<file path="config.mk">
export PLATFORM = sky130hd
export DESIGN_NAME = r5fp_mul_result_stage
export DESIGN_NICKNAME = d
export VERILOG_FILES = /design/src/rtl/r5fp_mul_result_stage.sv
export SDC_FILE = /design/constraint.sdc
export NUM_CORES = 1
export LEC_CHECK = 0
export BUFFER_PORTS_ARGS = -buffer_cell sky130_fd_sc_hd__buf_2
export CAP_MARGIN = 20
export CORE_MARGIN = 3
export CORE_UTILIZATION = 50
export CTS_CLUSTER_DIAMETER = 50
export DETAILED_ROUTE_END_ITERATION = 8
export GPL_TIMING_DRIVEN = 0
export PLACE_DENSITY = 0.74
export SLEW_MARGIN = 25
export SYNTH_ARGS = -nofsm -noshare
export SYNTH_HDL_FRONTEND = slang
export SYNTH_SLANG_ARGS = --single-unit
</file>
<file path="constraint.sdc">
create_clock -name clk -period 3.95 [get_ports clk]
set_input_delay 0 -clock clk [delete_from_list [all_inputs] [get_ports clk]]
set_output_delay 0 -clock clk [all_outputs]
set_load 0.1 [all_outputs]
</file>
<file path="src/rtl/r5fp_mul_result_stage.sv">
// Result/retire stage behind R5FP_mul: extended-exponent to IEEE conversion, 2-entry FIFO, sticky fflags.
// Optional macro R5FP_MUL_RES_NAN_CANON_EN stores every NaN as the canonical quiet NaN.

module R5FP_exp_decr #(
  parameter int EXP_W = 5,
  parameter int SIG_W = 10
) (
  input  logic [EXP_W+SIG_W+1:0] a,
  output logic [EXP_W+SIG_W:0]   z
);

  // Extended exponent is the IEEE exponent offset by 2^(EXP_W-1); 0 and all-ones stay reserved.
  localparam logic [EXP_W:0] EXP_OFS = (EXP_W+1)'(2**(EXP_W-1));
  localparam logic [EXP_W:0] EXP_SUB = EXP_OFS + (EXP_W+1)'(1);
  localparam logic [EXP_W:0] EXP_OVF = EXP_OFS + (EXP_W+1)'(2**EXP_W - 1);

  logic             w_sign;
  logic [EXP_W:0]   w_extExp;
  logic [SIG_W-1:0] w_sig;
  logic [EXP_W:0]   w_shift;
  logic [SIG_W-1:0] w_denorm;

  assign w_sign   = a[EXP_W+SIG_W+1];
  assign w_extExp = a[EXP_W+SIG_W:SIG_W];
  assign w_sig    = a[SIG_W-1:0];
  assign w_shift  = EXP_SUB - w_extExp;
  assign w_denorm = SIG_W'({1'b1, w_sig} >> w_shift);

  always_comb begin
    z = {w_sign, {EXP_W{1'b0}}, w_denorm};
    if (w_extExp == '1) begin
      z = {w_sign, {EXP_W{1'b1}}, w_sig};
    end else if (w_extExp == '0) begin
      z = {w_sign, {(EXP_W+SIG_W){1'b0}}};
    end else if (w_extExp >= EXP_OVF) begin
      z = {w_sign, {EXP_W{1'b1}}, {SIG_W{1'b0}}};
    end else if (w_extExp >= EXP_SUB) begin
      z = {w_sign, EXP_W'(w_extExp - EXP_OFS), w_sig};
    end
  end

endmodule

module r5fp_mul_result_stage #(
  parameter int EXP_W = 5,
  parameter int SIG_W = 10,
  parameter int TAG_W = 4
) (
  input  logic                   clk,
  input  logic                   reset,
  input  logic                   in_valid,
  output logic                   in_ready,
  input  logic [EXP_W+SIG_W+1:0] in_z,
  input  logic [7:0]             in_status,
  input  logic [TAG_W-1:0]       in_tag,
  output logic                   out_valid,
  input  logic                   out_ready,
  output logic [EXP_W+SIG_W:0]   out_z,
  output logic [7:0]             out_status,
  output logic [TAG_W-1:0]       out_tag,
  output logic [4:0]             fflags,
  input  logic                   fflags_clr
);

  localparam int Z_W = EXP_W + SIG_W + 1;

  logic [Z_W-1:0]   w_conv;
  logic [Z_W-1:0]   w_store;
  logic             w_push;
  logic             w_pop;
  logic [4:0]       w_retFlags;

  logic [Z_W-1:0]   r_memZ      [2];
  logic [7:0]       r_memStatus [2];
  logic [TAG_W-1:0] r_memTag    [2];
  logic             r_wrPtr;
  logic             r_rdPtr;
  logic [1:0]       r_count;
  logic [4:0]       r_fflags;

  R5FP_exp_decr #(.EXP_W(EXP_W), .SIG_W(SIG_W)) u_expDecr (
    .a (in_z),
    .z (w_conv)
  );

`ifdef R5FP_MUL_RES_NAN_CANON_EN
  localparam logic [Z_W-1:0] CANON_NAN = {1'b0, {EXP_W{1'b1}}, 1'b1, {(SIG_W-1){1'b0}}};
  assign w_store = ((w_conv[Z_W-2:SIG_W] == '1) && (w_conv[SIG_W-1:0] != '0)) ? CANON_NAN : w_conv;
`else
  assign w_store = w_conv;
`endif

  // Handshakes depend only on registered occupancy, never on out_ready.
  assign in_ready   = (r_count != 2'd2);
  assign out_valid  = (r_count != 2'd0);
  assign w_push     = in_valid & in_ready;
  assign w_pop      = out_valid & out_ready;

  assign out_z      = r_memZ[r_rdPtr];
  assign out_status = r_memStatus[r_rdPtr];
  assign out_tag    = r_memTag[r_rdPtr];
  assign fflags     = r_fflags;

  // {NV, DZ, OF, UF, NX}; UF only counts when the tiny result was also inexact.
  assign w_retFlags = {out_status[2], 1'b0, out_status[4], out_status[3] & out_status[5], out_status[5]};

  always_ff @(posedge clk) begin
    if (reset) begin
      r_memZ[0]      <= '0;
      r_memZ[1]      <= '0;
      r_memStatus[0] <= '0;
      r_memStatus[1] <= '0;
      r_memTag[0]    <= '0;
      r_memTag[1]    <= '0;
      r_wrPtr        <= 1'b0;
      r_rdPtr        <= 1'b0;
      r_count        <= 2'd0;
      r_fflags       <= 5'd0;
    end else begin
      if (w_push) begin
        r_memZ[r_wrPtr]      <= w_store;
        r_memStatus[r_wrPtr] <= in_status;
        r_memTag[r_wrPtr]    <= in_tag;
        r_wrPtr              <= ~r_wrPtr;
      end
      if (w_pop) begin
        r_rdPtr <= ~r_rdPtr;
      end
      case ({w_push, w_pop})
        2'b10:   r_count <= r_count + 2'd1;
        2'b01:   r_count <= r_count - 2'd1;
        default: r_count <= r_count;
      endcase
      if (w_pop) begin
        r_fflags <= (fflags_clr ? 5'd0 : r_fflags) | w_retFlags;
      end else if (fflags_clr) begin
        r_fflags <= 5'd0;
      end
    end
  end

endmodule

</file>
* After elaboration in Yosys (flattened, before gate mapping) *
Memory sizes are Yosys's and may differ from the RTL's. A register that Yosys moved wholly into a read port is not among the register bits.
Index checks and enable logic that the tools add are counted.
Widths: inputs -> output; s select.

storage, ports and cells
  output and inout bits = 35
  latch bits = 0
  RAM bits = 56
  bits in read-only memories = 0
  register bits after elaboration = 9
  memories = 3
  logic and storage cells = 57

operators by class
  reduce and logical (&&, ||, !) cells = 6
  equal/unequal tests = 4
  div/mod/pow operators = 0
  bitwise logic cells = 6
  $add $sub $neg = 4
  mux-type cells = 27
  multiply operators = 0
  shift operators = 1
  $lt $le $gt $ge = 2

memories
  name         words  width  rd ports  clocked after memory_dff  write ports  line  text
  r_memZ       2      16     1         1                         2            73    logic [Z_W-1:0] r_memZ [2];
  r_memStatus  2      8      1         1                         2            74    logic [7:0] r_memStatus [2];
  r_memTag     2      4      1         1                         2            75    logic [TAG_W-1:0] r_memTag [2];

operator list
  operator             number
  $mux 15              4
  $mux 1               17
  $mux 16              1
  $reduce_or 16->1     1
  $shr 11x6->10        1
  $mux 5               2
  $mux 8               1
  $reduce_or 8->1      1
  $eq 6x6->1 const B   1
  $ge 6x5->1 const B   1
  $ge 6x6->1 const B   1
  $logic_not 6->1      1
  $sub 5x6->6 const A  1
  $or 5x5->5           1
  $sub 5x5->5 const B  1
  $mux 4               1
  $pmux 2 s2           1
  $reduce_bool 2->1    2
  $reduce_or 4->1      1
  $and 1x1->1          3
  $add 2x1->2 const B  1
  $eq 2x1->1 const B   1
  $eq 2x2->1 const B   1
  $ne 2x2->1 const B   1
  2 further kinds      3

* Depth between registers and ports, before layout *
Gate-level depths: netlist of the first run.

  word-level depth = 7
  gate-level depth with buffers = 11
  mapped depth without buffers = 7

* Cells and area by module *
Synthesis of the first run repeated with hierarchy kept, for this count alone.

second synthesis, totals
  cell total of the unflattened synthesis = 308
  area total of the unflattened synthesis = 3691.0 um^2

modules (own cells, without submodules)
  module                 instances  seq. area each (um^2)  cells an instance  area each (um^2)
  r5fp_mul_result_stage  1          1861.8                 194                2831.5
  R5FP_exp_decr          1          0.0                    114                859.6

* Worst setup path before layout of the first run *
Ideal clock, no wire load.

  kind = reg2reg
  start = reg r_count[0]
  end = mem r_memStatus[0][0] (enable)
  arrival time = 2906 ps
  path buffers = 0
  path slack = 625 ps
  library setup time = 419 ps
  cell stages (with the launch flop) = 4
  cells stage by stage = dfxtp_1 nand2b_1 nand2_1 o21bai_1

RTL lines
  what                      line  text
  start: declaration        78    logic [1:0] r_count;
  start signal: assignment  130   2'b10: r_count <= r_count + 2'd1;
  start signal: assignment  131   2'b01: r_count <= r_count - 2'd1;
  start signal: assignment  132   default: r_count <= r_count;
  end: declaration          74

==> flow_summary.html, run 1 <==
<table>
<tr><th>Metric</th><th>Value</th></tr>
<tr><th colspan="2">Outcome</th></tr>
<tr><td>Outcome</td><td>completed</td></tr>
<tr><th colspan="2">Timing</th></tr>
<tr><td>Count of final hold-check violations</td><td>0</td></tr>
<tr><td>Skew final</td><td>around 11 ps</td></tr>
<tr><td>Actual slew at the worst max-slew pin</td><td>between 700 and 800 ps</td></tr>
<tr><td>Slew margin rel.</td><td>0.521</td></tr>
<tr><td>Setup tns final</td><td>0 ps</td></tr>
<tr><td>Final-report max-slew violation count</td><td>0</td></tr>
<tr><td>Finish-stage setup viols</td><td>0</td></tr>
<tr><td>Setup repair after global routing missed its margin</td><td>false</td></tr>
<tr><td>Achievable Freq</td><td>~430 MHz</td></tr>
<tr><td>Period minus WS final</td><td>2300 ps</td></tr>
<tr><td>Post-route clock period utilization</td><td>0.583</td></tr>
<tr><th colspan="2">Global route</th></tr>
<tr><td>Antenna violations before repair</td><td>0</td></tr>
<tr><td>Grt ovf</td><td>0</td></tr>
<tr><td>Wire length of the first global-routing pass</td><td>around 14000 microns</td></tr>
<tr><td>Pin count of the biggest net entering global routing</td><td>29</td></tr>
<tr><td>Overall track demand over capacity in global routing</td><td>0.199</td></tr>
<tr><td>GR Util met3</td><td>0.0249</td></tr>
<tr><td>Most used routing layer</td><td>met2</td></tr>
<tr><td>Met2 track demand over resource in global routing</td><td>0.342</td></tr>
<tr><td>Vias in the first global route</td><td>~2800</td></tr>
<tr><td>Global-route met1 utilization</td><td>0.258</td></tr>
<tr><th colspan="2">Routing</th></tr>
<tr><td>Router iterations before antenna repair</td><td>4</td></tr>
<tr><td>Post-route DRC violation count</td><td>0</td></tr>
<tr><td>Total length of routed wires</td><td>8320 microns</td></tr>
<tr><td>Post-detailed-route wirelength per cell</td><td>16.2 microns</td></tr>
<tr><td>DRT antenna net count</td><td>0</td></tr>
<tr><td>Initial DRC Count</td><td>120</td></tr>
<tr><td>Vias per cell</td><td>roughly 5.5</td></tr>
<tr><td>Via Count</td><td>2845</td></tr>
<tr><th colspan="2">Layout</th></tr>
<tr><td>Area added between synthesis and finish</td><td>22.2%</td></tr>
<tr><td>Net count reported at finish</td><td>446</td></tr>
<tr><td>Total inserted antenna cells</td><td>0</td></tr>
<tr><td>Fill cell total of the finished layout</td><td>605</td></tr>
<tr><td>Number of standard cells in the final layout excluding fillers</td><td>514</td></tr>
<tr><td>Layout cell share with drive strength beyond 1</td><td>0.357</td></tr>
<tr><th colspan="2">Floorplan</th></tr>
<tr><td>Placeable Area</td><td>~7300 sq um</td></tr>
<tr><td>Starting utilization of the core area</td><td>0.520</td></tr>
<tr><td># IOs</td><td>69</td></tr>
<tr><td>Floorplan die area</td><td>a little under 9000 sq um</td></tr>
<tr><td>Die span in x</td><td>~93 microns</td></tr>
<tr><td>Vert. Die Dim</td><td>93.1 microns</td></tr>
<tr><td>Num rows</td><td>31</td></tr>
<tr><th colspan="2">Worst setup path</th></tr>
<tr><td>Crit path cell chain</td><td>clkbuf_1 -&gt; buf_1 -&gt; mux2_2 -&gt; buf_2</td></tr>
<tr><td>Max FO, Critical Path</td><td>10</td></tr>
<tr><td>Worst R2R Path Depth</td><td>3</td></tr>
<tr><td>Max incr delay on CP</td><td>520 ps</td></tr>
<tr><td>Worst path slowest cell</td><td>sky130_fd_sc_hd__buf_1</td></tr>
<tr><td>Buffers and inverters on the worst path</td><td>3</td></tr>
<tr><td>CP required</td><td>3950 ps</td></tr>
<tr><td>Critical path launch point type</td><td>flop</td></tr>
<tr><td>Arrival time worst endpoint</td><td>roughly 2300 ps</td></tr>
<tr><td>FF-to-FF End</td><td>r_memZ[1][7]</td></tr>
<tr><td>Worst reg2reg path startpoint</td><td>r_count[0]</td></tr>
<tr><td>Flop-to-flop setup slack</td><td>1840 ps</td></tr>
<tr><td>CP Capture Point</td><td>out_z[9]</td></tr>
<tr><td>Instance count on the critical path</td><td>4</td></tr>
<tr><td>Top cell family by delay on the critical path</td><td>buffers and inverters</td></tr>
<tr><td>Critical path type</td><td>flop to output port</td></tr>
<tr><td>CP Capture Type</td><td>output port</td></tr>
<tr><th colspan="2">Clock network</th></tr>
<tr><td>Root Buffer</td><td>sky130_fd_sc_hd__clkbuf_8</td></tr>
<tr><td>Number of buffers created by CTS</td><td>9</td></tr>
<tr><td># hold bufs at CTS</td><td>14</td></tr>
<tr><td>Clock tree from TritonCTS</td><td>built</td></tr>
<tr><td>Count of cells resized by post-cts repair</td><td>0</td></tr>
<tr><td>Clock transition at the registers of the reported paths</td><td>~70 ps</td></tr>
<tr><td>CTS sink count</td><td>65</td></tr>
<tr><td>Number of buffers on the longest clock path</td><td>2</td></tr>
<tr><td>H-tree depth</td><td>3</td></tr>
<tr><td>Number of buffers inserted by post-CTS setup repair</td><td>0</td></tr>
<tr><td>Latest clock arrival within the worst-skew pair</td><td>330 ps</td></tr>
<tr><th colspan="2">Power</th></tr>
<tr><td>Cell area power density</td><td>roughly 640 nW/um^2</td></tr>
<tr><td>Static leakage</td><td>1.85 nW</td></tr>
<tr><td>Maximum vdd drop</td><td>250 uV</td></tr>
<tr><th colspan="2">Logic synthesis</th></tr>
<tr><td>Synthesized area per cell</td><td>roughly 12 sq um</td></tr>
<tr><td>Synth Instances</td><td>approximately 320</td></tr>
<tr><td>Most used flip-flop cell after synthesis</td><td>sky130_fd_sc_hd__edfxtp_1</td></tr>
<tr><td>Number of flip-flops and latches in the synthesized netlist</td><td>65</td></tr>
<tr><td>Mapped cell area</td><td>3790 sq um</td></tr>
<tr><td>Area leader, netlist</td><td>sky130_fd_sc_hd__edfxtp_1</td></tr>
<tr><td>Area fraction of the dominant cell type after synthesis</td><td>0.443</td></tr>
<tr><td>Count of cell types in the netlist</td><td>between 60 and 70</td></tr>
<tr><td>Synthesized Nets</td><td>354</td></tr>
<tr><td>EDFF count, synth</td><td>56</td></tr>
<tr><td>Synthesis warning total</td><td>0</td></tr>
<tr><td>Ranking of synthesized cells by area</td><td>sky130_fd_sc_hd__edfxtp_1 44%, sky130_fd_sc_hd__mux2_2 8.6%, sky130_fd_sc_hd__dfxtp_1 4.7%, sky130_fd_sc_hd__and2_1 4.6%, sky130_fd_sc_hd__mux2i_1 2.9%</td></tr>
<tr><td>Sequential-to-total area share from yosys stat</td><td>0.491</td></tr>
<tr><td>Synth async-reset ratio</td><td>0</td></tr>
<tr><th colspan="2">Placed design</th></tr>
<tr><td>GPL Wtd Cong</td><td>0.929</td></tr>
<tr><td>DP Cell Count</td><td>around 480</td></tr>
<tr><td>Detailed-placement wirelength estimate</td><td>5910 microns</td></tr>
<tr><td>Number of buffers added on ports</td><td>66</td></tr>
<tr><th colspan="2">Job</th></tr>
<tr><td>Number of maximum-capacitance constraint violations</td><td>0</td></tr>
<tr><th colspan="2">Min path</th></tr>
<tr><td>HP Class</td><td>input pin to flop</td></tr>
</table>
[routing by layer]
metal / part of all wire / vias up / wire length (microns)
met5: 0 / - / 0
met4: 0.0084 / 0 / 70
met3: 0.061 / 4 / 509
met2: 0.50 / 95 / 4130
met1: 0.43 / 1353 / 3620
li1: - / 1393 / -
[placed cells by master (no fill, tap or decap), types with 3 or more instances in the layout]
cell type and n:
sky130_fd_sc_hd__a32o_1 6, sky130_fd_sc_hd__buf_4 4, sky130_fd_sc_hd__a22o_1 8, sky130_fd_sc_hd__buf_6 6, sky130_fd_sc_hd__nor3b_1 3, sky130_fd_sc_hd__clkbuf_8 9, sky130_fd_sc_hd__mux2_2 29, sky130_fd_sc_hd__dfxtp_1 9
sky130_fd_sc_hd__buf_2 67, sky130_fd_sc_hd__nor2_1 27, sky130_fd_sc_hd__mux2i_1 11, sky130_fd_sc_hd__mux4_2 4, sky130_fd_sc_hd__a21oi_1 7, sky130_fd_sc_hd__nor3_1 12, sky130_fd_sc_hd__nand3_1 3, sky130_fd_sc_hd__dlygate4sd3_1 14
sky130_fd_sc_hd__o21ai_1 3, sky130_fd_sc_hd__edfxtp_1 56, sky130_fd_sc_hd__nand2_1 12, sky130_fd_sc_hd__inv_1 8, sky130_fd_sc_hd__clkbuf_1 9, sky130_fd_sc_hd__and2_1 28, sky130_fd_sc_hd__o21ai_0 9, sky130_fd_sc_hd__a22oi_1 3
[registers in the layout (all words and copies together), names as in the netlist, named ones only]
register     count
r_wrPtr          1
r_count          2
r_memZ          32
r_memTag         8
fflags           4
r_rdPtr          1
r_memStatus     16
[metrics by stage]
step	area (sq um)	hold slack [ps]	worst slack (ps)	total power [mW]	util
after floorplan	3790	194	625	2.19	-
after global placement	4250	287	770	2.40	0.583
final	4640	35.7	1650	2.97	0.636
after detailed placement	4290	296	1440	2.43	0.588
after CTS	4640	15.1	1590	2.99	0.636
after global routing	4640	28.0	1500	3.10	0.636
[final cells by class]
class,instances,area (sq um),share of cell area
flip-flops and latches,65,1860,0.402
multi-input cells,224,1780,0.383
repair buffers,81,498,0.107
clock buffers,11,174,0.0375
plain buffers,21,140,0.0302
well taps,99,124,0.0267
clock inverters,5,33.8,0.00729
inverters,8,30.0,0.00648
[kinds of logic after synthesis]
family,Yosys count,synth area share
AND/OR/NAND/NOR,112,0.177
flip-flops,65,0.491
AO/OA/AOI/OAI,61,0.131
multiplexers,44,0.139
buffers and inverters,29,0.0449
XOR/XNOR,4,0.00924
adder cells (fa/ha/maj),2,0.00660
other,1,0.000988
[power by group]
group | leakage, nW | switching, mW | internal, mW
sequential | 0.668 | 0.0376 | 0.871
clock | 0.110 | 0.246 | 0.304
combinational | 1.08 | 1.18 | 0.337
total | 1.85 | 1.46 | 1.51
[worst reg2reg max path: stages (launching register included)]
cell and delay, ps:
sky130_fd_sc_hd__dfxtp_1 400, sky130_fd_sc_hd__nand2b_1 180, sky130_fd_sc_hd__nand4b_1 420, sky130_fd_sc_hd__nand2b_2 720
[synth_stat cells, types with 4 or more instances]
| master | number |
|---|---|
| sky130_fd_sc_hd__nand2_1 | 12 |
| sky130_fd_sc_hd__mux4_2 | 4 |
| sky130_fd_sc_hd__a22o_1 | 8 |
| sky130_fd_sc_hd__mux2_2 | 29 |
| sky130_fd_sc_hd__buf_6 | 6 |
| sky130_fd_sc_hd__o21ai_0 | 9 |
| sky130_fd_sc_hd__and2_1 | 28 |
| sky130_fd_sc_hd__dfxtp_1 | 9 |
| sky130_fd_sc_hd__mux2i_1 | 11 |
| sky130_fd_sc_hd__buf_4 | 4 |
| sky130_fd_sc_hd__a21oi_1 | 7 |
| sky130_fd_sc_hd__clkbuf_1 | 9 |
| sky130_fd_sc_hd__a32o_1 | 6 |
| sky130_fd_sc_hd__edfxtp_1 | 56 |
| sky130_fd_sc_hd__nor2_1 | 27 |
| sky130_fd_sc_hd__nor3_1 | 12 |
| sky130_fd_sc_hd__inv_1 | 8 |
[how the worst min path moves through the flow]
stage          depth (start not counted)  slack, ps        endpoint  startpoint
4_1_cts                                2         20    r_memZ[1][1]     in_z[1]
3_3_place_gp                           2        290   r_memZ[1][15]    in_z[16]
6_report                               2         40    r_memZ[1][1]     in_z[1]
3_5_place_dp                           2        300  r_memTag[0][3]   in_tag[3]
2_1_floorplan                          2        190    r_memZ[0][2]     in_z[2]
5_1_grt                                2         30    r_memZ[1][1]     in_z[1]
No activity file was read; power rests on OpenSTA's default activity.
==> run 2: changes to the inputs <==
--- a/config.mk
+++ b/config.mk
@@ -5,6 +5,7 @@
 export SDC_FILE = /design/constraint.sdc
 export NUM_CORES = 1
 export LEC_CHECK = 0
+export ABC_AREA = 1
 export BUFFER_PORTS_ARGS = -buffer_cell sky130_fd_sc_hd__buf_2
 export CAP_MARGIN = 20
 export CORE_MARGIN = 3
@@ -12,7 +13,7 @@
 export CTS_CLUSTER_DIAMETER = 50
 export DETAILED_ROUTE_END_ITERATION = 8
 export GPL_TIMING_DRIVEN = 0
-export PLACE_DENSITY = 0.74
+export PLACE_DENSITY = 0.75
 export SLEW_MARGIN = 25
 export SYNTH_ARGS = -nofsm -noshare
 export SYNTH_HDL_FRONTEND = slang
==> constraint.sdc (replaced) <==
create_clock -name clk -period 2.35 [get_ports clk]
set_input_delay 0 -clock clk [delete_from_list [all_inputs] [get_ports clk]]
set_output_delay 0 -clock clk [all_outputs]
set_load 0.1 [all_outputs]
==> flow_summary.html, run 2 <==
<table>
<tr><th>Metric</th><th>Value</th></tr>
<tr><th colspan="2">Layout</th></tr>
<tr><td>Most common library cell in the layout ignoring fill and taps</td><td>sky130_fd_sc_hd__buf_2</td></tr>
<tr><td>Regs by FF count</td><td>r_memZ (32), r_memStatus (16), r_memTag (8)</td></tr>
<tr><td>Storage element area</td><td>1860 sq um</td></tr>
<tr><td>Finished layout cell area</td><td>4260 sq um</td></tr>
<tr><td>Largest Register</td><td>r_memZ</td></tr>
<tr><td>Fill cell total of the finished layout</td><td>536</td></tr>
<tr><td>Multi-input gate area</td><td>1380 sq um</td></tr>
<tr><td>Area added between synthesis and finish</td><td>23.9%</td></tr>
<tr><td>Max reg flops</td><td>32</td></tr>
<tr><td>Net count reported at finish</td><td>488</td></tr>
<tr><td>Total inserted antenna cells</td><td>0</td></tr>
<tr><td>Number of standard cells in the final layout excluding fillers</td><td>534</td></tr>
<tr><td>Commonest non-fill, non-tap cells in the layout</td><td>71 x sky130_fd_sc_hd__buf_2, 56 x sky130_fd_sc_hd__edfxtp_1, 46 x sky130_fd_sc_hd__nor2_1, 45 x sky130_fd_sc_hd__nand2_1, 43 x sky130_fd_sc_hd__nand3_1</td></tr>
<tr><td>Layout cell share with drive strength beyond 1</td><td>0.304</td></tr>
<tr><th colspan="2">Timing</th></tr>
<tr><td>Count of final hold-check violations</td><td>0</td></tr>
<tr><td>Setup tns final</td><td>0 ps</td></tr>
<tr><td>Period minus WS final</td><td>2170 ps</td></tr>
<tr><td>Slew margin rel.</td><td>0.613</td></tr>
<tr><td>Final-report max-slew violation count</td><td>0</td></tr>
<tr><td>Skew final</td><td>around 6.6 ps</td></tr>
<tr><td>Post-route clock period utilization</td><td>0.924</td></tr>
<tr><td>Achievable Freq</td><td>approximately 460 MHz</td></tr>
<tr><td>Setup repair after global routing missed its margin</td><td>false</td></tr>
<tr><td>Actual slew at the worst max-slew pin</td><td>slightly below 600 ps</td></tr>
<tr><td>Finish-stage setup viols</td><td>0</td></tr>
<tr><th colspan="2">Floorplan</th></tr>
<tr><td>Floorplan die area</td><td>7910 sq um</td></tr>
<tr><td>Num rows</td><td>29</td></tr>
<tr><td>Die span in x</td><td>88.9 microns</td></tr>
<tr><td># IOs</td><td>69</td></tr>
<tr><td>Starting utilization of the core area</td><td>0.529</td></tr>
<tr><td>Vert. Die Dim</td><td>88.9 microns</td></tr>
<tr><td>Placeable Area</td><td>between 6000 and 7000 sq um</td></tr>
<tr><th colspan="2">Logic synthesis</th></tr>
<tr><td>Synthesis warning total</td><td>0</td></tr>
<tr><td>Most frequent cell after synthesis</td><td>sky130_fd_sc_hd__edfxtp_1</td></tr>
<tr><td>Arithmetic-cell share of the synthesized area counting full adders, half adders and majority gates</td><td>0.00728</td></tr>
<tr><td>Synth async-reset ratio</td><td>0</td></tr>
<tr><td>EDFF count, synth</td><td>between 50 and 60</td></tr>
<tr><td>Main combinational cell family by area after synthesis</td><td>simple AND/OR/NAND/NOR gates</td></tr>
<tr><td>Post-synthesis compound-gate area fraction</td><td>0.0721</td></tr>
<tr><td>Synth Instances</td><td>359</td></tr>
<tr><td>Number of flip-flops and latches in the synthesized netlist</td><td>65</td></tr>
<tr><td>Most used flip-flop cell after synthesis</td><td>sky130_fd_sc_hd__edfxtp_1</td></tr>
<tr><td>Area leader, netlist</td><td>sky130_fd_sc_hd__edfxtp_1</td></tr>
<tr><td>Synthesized area per cell</td><td>9.58 sq um</td></tr>
<tr><td>Most frequent cells after synthesis</td><td>56 x sky130_fd_sc_hd__edfxtp_1, 48 x sky130_fd_sc_hd__nand2_1, 46 x sky130_fd_sc_hd__nor2_1</td></tr>
<tr><td>Mapped cell area</td><td>3440 sq um</td></tr>
<tr><td>Area fraction of the dominant cell type after synthesis</td><td>0.489</td></tr>
<tr><td>Count of cell types in the netlist</td><td>31</td></tr>
<tr><td>Sequential-to-total area share from yosys stat</td><td>0.541</td></tr>
<tr><td>XOR/XNOR share of the synthesized area</td><td>0.00473</td></tr>
<tr><td>Synthesized Nets</td><td>between 300 and 400</td></tr>
<tr><td>Area fraction in and, or, nand and nor cells after synthesis</td><td>0.221</td></tr>
<tr><td>Ranking of synthesized cells by area</td><td>sky130_fd_sc_hd__edfxtp_1 49%, sky130_fd_sc_hd__mux2_2 9.2%, sky130_fd_sc_hd__nand3_1 6.3%, sky130_fd_sc_hd__dfxtp_1 5.2%, sky130_fd_sc_hd__nand2_1 5.2%</td></tr>
<tr><td>Multiplexer fraction of the synthesized cell area</td><td>0.0917</td></tr>
<tr><th colspan="2">Clock network</th></tr>
<tr><td>Clock tree from TritonCTS</td><td>built</td></tr>
<tr><td>CTS sink count</td><td>65</td></tr>
<tr><td>Number of buffers inserted by post-CTS setup repair</td><td>0</td></tr>
<tr><td>Latest clock arrival within the worst-skew pair</td><td>330 ps</td></tr>
<tr><td>Clock transition at the registers of the reported paths</td><td>70 ps</td></tr>
<tr><td>Number of buffers on the longest clock path</td><td>2</td></tr>
<tr><td>Root Buffer</td><td>sky130_fd_sc_hd__clkbuf_8</td></tr>
<tr><td>Number of buffers created by CTS</td><td>9</td></tr>
<tr><td>H-tree depth</td><td>3</td></tr>
<tr><th colspan="2">Routing</th></tr>
<tr><td>Routed wire length on met3</td><td>513 microns</td></tr>
<tr><td>Highest metal layer used by the detailed router</td><td>met4</td></tr>
<tr><td>Via Count</td><td>2912</td></tr>
<tr><td>Post-route DRC violation count</td><td>0</td></tr>
<tr><td>Router iterations before antenna repair</td><td>5</td></tr>
<tr><td>Initial DRC Count</td><td>178</td></tr>
<tr><td>Met2 wire length</td><td>3900 microns</td></tr>
<tr><td>DRT antenna net count</td><td>0</td></tr>
<tr><td>Post-detailed-route wirelength per cell</td><td>15.2 microns</td></tr>
<tr><td>Vias per cell</td><td>5.45</td></tr>
<tr><td>Total length of routed wires</td><td>about 8000 microns</td></tr>
<tr><td>Sum of routed wire segments on met1</td><td>3470 microns</td></tr>
<tr><th colspan="2">Worst setup path</th></tr>
<tr><td>Worst reg2reg path startpoint</td><td>r_count[0]</td></tr>
<tr><td>Critical path type</td><td>flop to output port</td></tr>
<tr><td>Worst R2R Path Depth</td><td>8</td></tr>
<tr><td>Top cell family by delay on the critical path</td><td>buffers and inverters</td></tr>
<tr><td>Most used cell, CP</td><td>sky130_fd_sc_hd__buf_2</td></tr>
<tr><td>Instance count on the critical path</td><td>4</td></tr>
<tr><td>Critical path launch point type</td><td>flop</td></tr>
<tr><td>FF-to-FF End</td><td>r_memStatus[0][0]</td></tr>
<tr><td>CP Capture Type</td><td>output port</td></tr>
<tr><td>CP Capture Point</td><td>out_z[4]</td></tr>
<tr><td>Buffers and inverters on the worst path</td><td>3</td></tr>
<tr><td>Worst path slowest cell</td><td>sky130_fd_sc_hd__clkbuf_1</td></tr>
<tr><td>Flop-to-flop setup slack</td><td>240 ps</td></tr>
<tr><td>Arrival time worst endpoint</td><td>2170 ps</td></tr>
<tr><td>Crit path cell chain</td><td>clkbuf_1 -&gt; buf_2 -&gt; mux2_2 -&gt; buf_2</td></tr>
<tr><td>CP required</td><td>2350 ps</td></tr>
<tr><td>Max incr delay on CP</td><td>450 ps</td></tr>
<tr><td>Max FO, Critical Path</td><td>10</td></tr>
<tr><th colspan="2">Power</th></tr>
<tr><td>Total chip power</td><td>4.00 mW</td></tr>
<tr><td>Static leakage</td><td>1.88 nW</td></tr>
<tr><td>Maximum vdd drop</td><td>345 uV</td></tr>
<tr><td>Cell area power density</td><td>roughly 940 nW/um^2</td></tr>
<tr><th colspan="2">Global route</th></tr>
<tr><td>Antenna violations before repair</td><td>0</td></tr>
<tr><td>Pin count of the biggest net entering global routing</td><td>29</td></tr>
<tr><td>Grt ovf</td><td>0</td></tr>
<tr><td>Wire length of the first global-routing pass</td><td>12600 microns</td></tr>
<tr><td>Overall track demand over capacity in global routing</td><td>0.211</td></tr>
<tr><td>Vias in the first global route</td><td>2793</td></tr>
<tr><th colspan="2">Min path</th></tr>
<tr><td>Hold Path Origin</td><td>in_tag[0]</td></tr>
<tr><td>HP Class</td><td>input pin to flop</td></tr>
<tr><th colspan="2">Placed design</th></tr>
<tr><td>Detailed-placement wirelength estimate</td><td>5670 microns</td></tr>
<tr><td>GPL Wtd Cong</td><td>0.934</td></tr>
<tr><td>Number of buffers added on ports</td><td>66</td></tr>
<tr><td>Total cell area at the placement stage</td><td>3870 sq um</td></tr>
<tr><td>DP Cell Count</td><td>about 500</td></tr>
<tr><th colspan="2">Job</th></tr>
<tr><td>Number of maximum-capacitance constraint violations</td><td>0</td></tr>
<tr><th colspan="2">Outcome</th></tr>
<tr><td>Outcome</td><td>completed</td></tr>
</table>
run 2: cell types whose count changed after synthesis, sizes merged, moves of 12 or more:
cell and change:
nor3 -12, nor2 +23, nand4 +14, nand2 +40
a21oi +29, inv +26, nand3 +42, and2 -28
run 2: report_power, final:
part	leakage [nW]	switching, mW	internal [mW]
clock	0.109	0.423	0.596
sequential	0.660	0.0351	1.39
combinational	1.11	1.24	0.318
run 2: worst reg2reg max path, cell delays in order, from the launching register on:
cell and delay, ps:
sky130_fd_sc_hd__dfxtp_1 330, sky130_fd_sc_hd__inv_1 120, sky130_fd_sc_hd__nand2_2 60, sky130_fd_sc_hd__nand2_1 120, sky130_fd_sc_hd__nor2_1 70, sky130_fd_sc_hd__nand2_1 70, sky130_fd_sc_hd__clkbuf_1 370, sky130_fd_sc_hd__buf_2 350
sky130_fd_sc_hd__nand2_4 300
run 2: stage by stage:
step / hold slack (ps) / util / setup WS [ps]
after floorplan: 69.1 / - / 33.0
after global placement: 248 / 0.596 / 47.4
after detailed placement: 252 / 0.596 / 7.11
after CTS: 3.00 / 0.655 / 40.5
after global routing: 18.5 / 0.656 / 15.9
final: 21.9 / 0.656 / 177
run 2: area by class of cell:
cell class	instances	share of cell area
buffer	15	0.0173
clock buffer	9	0.0291
clock inverter	7	0.0223
inverter	36	0.0320
multi-input combinational	243	0.325
sequential	65	0.437
tap	77	0.0226
timing repair buffer	82	0.115
run 2: metal layers:
layer / vias to the layer above / GRT usage
met5: - / 0
met4: 0 / 0.100
met3: 17 / 0.0378
met2: 129 / 0.356
met1: 1332 / 0.263
li1: 1434 / -
run 2: cell families (layout without fill, tap and decap cells):
kind of cell,after synthesis,in the layout
adders and majority gates,2,2
other,1,1
AOI/OAI and AO/OA,45,45
and+or+nand+nor,166,166
DFF,65,65
muxes,28,28
buffers and inverters,51,149
xor gates and xnor gates,1,1
run 2: worst min path at each step:
stage | end | slack [ps] | depth (start not counted)
2_1_floorplan | fflags[0] | 70 | 1
3_3_place_gp | fflags[1] | 250 | 2
3_5_place_dp | fflags[1] | 250 | 2
4_1_cts | r_memTag[0][0] | 3 | 3
5_1_grt | r_memTag[1][0] | 20 | 3
6_report | r_memTag[1][0] | 20 | 3
run 2: repair_timing:
action,4_1_cts,5_1_grt
pin swaps,0,0
endpoints found under the setup margin,28,28
hold buffers,16,0
gates resized for setup,1,1
endpoints found under the hold margin,28,0
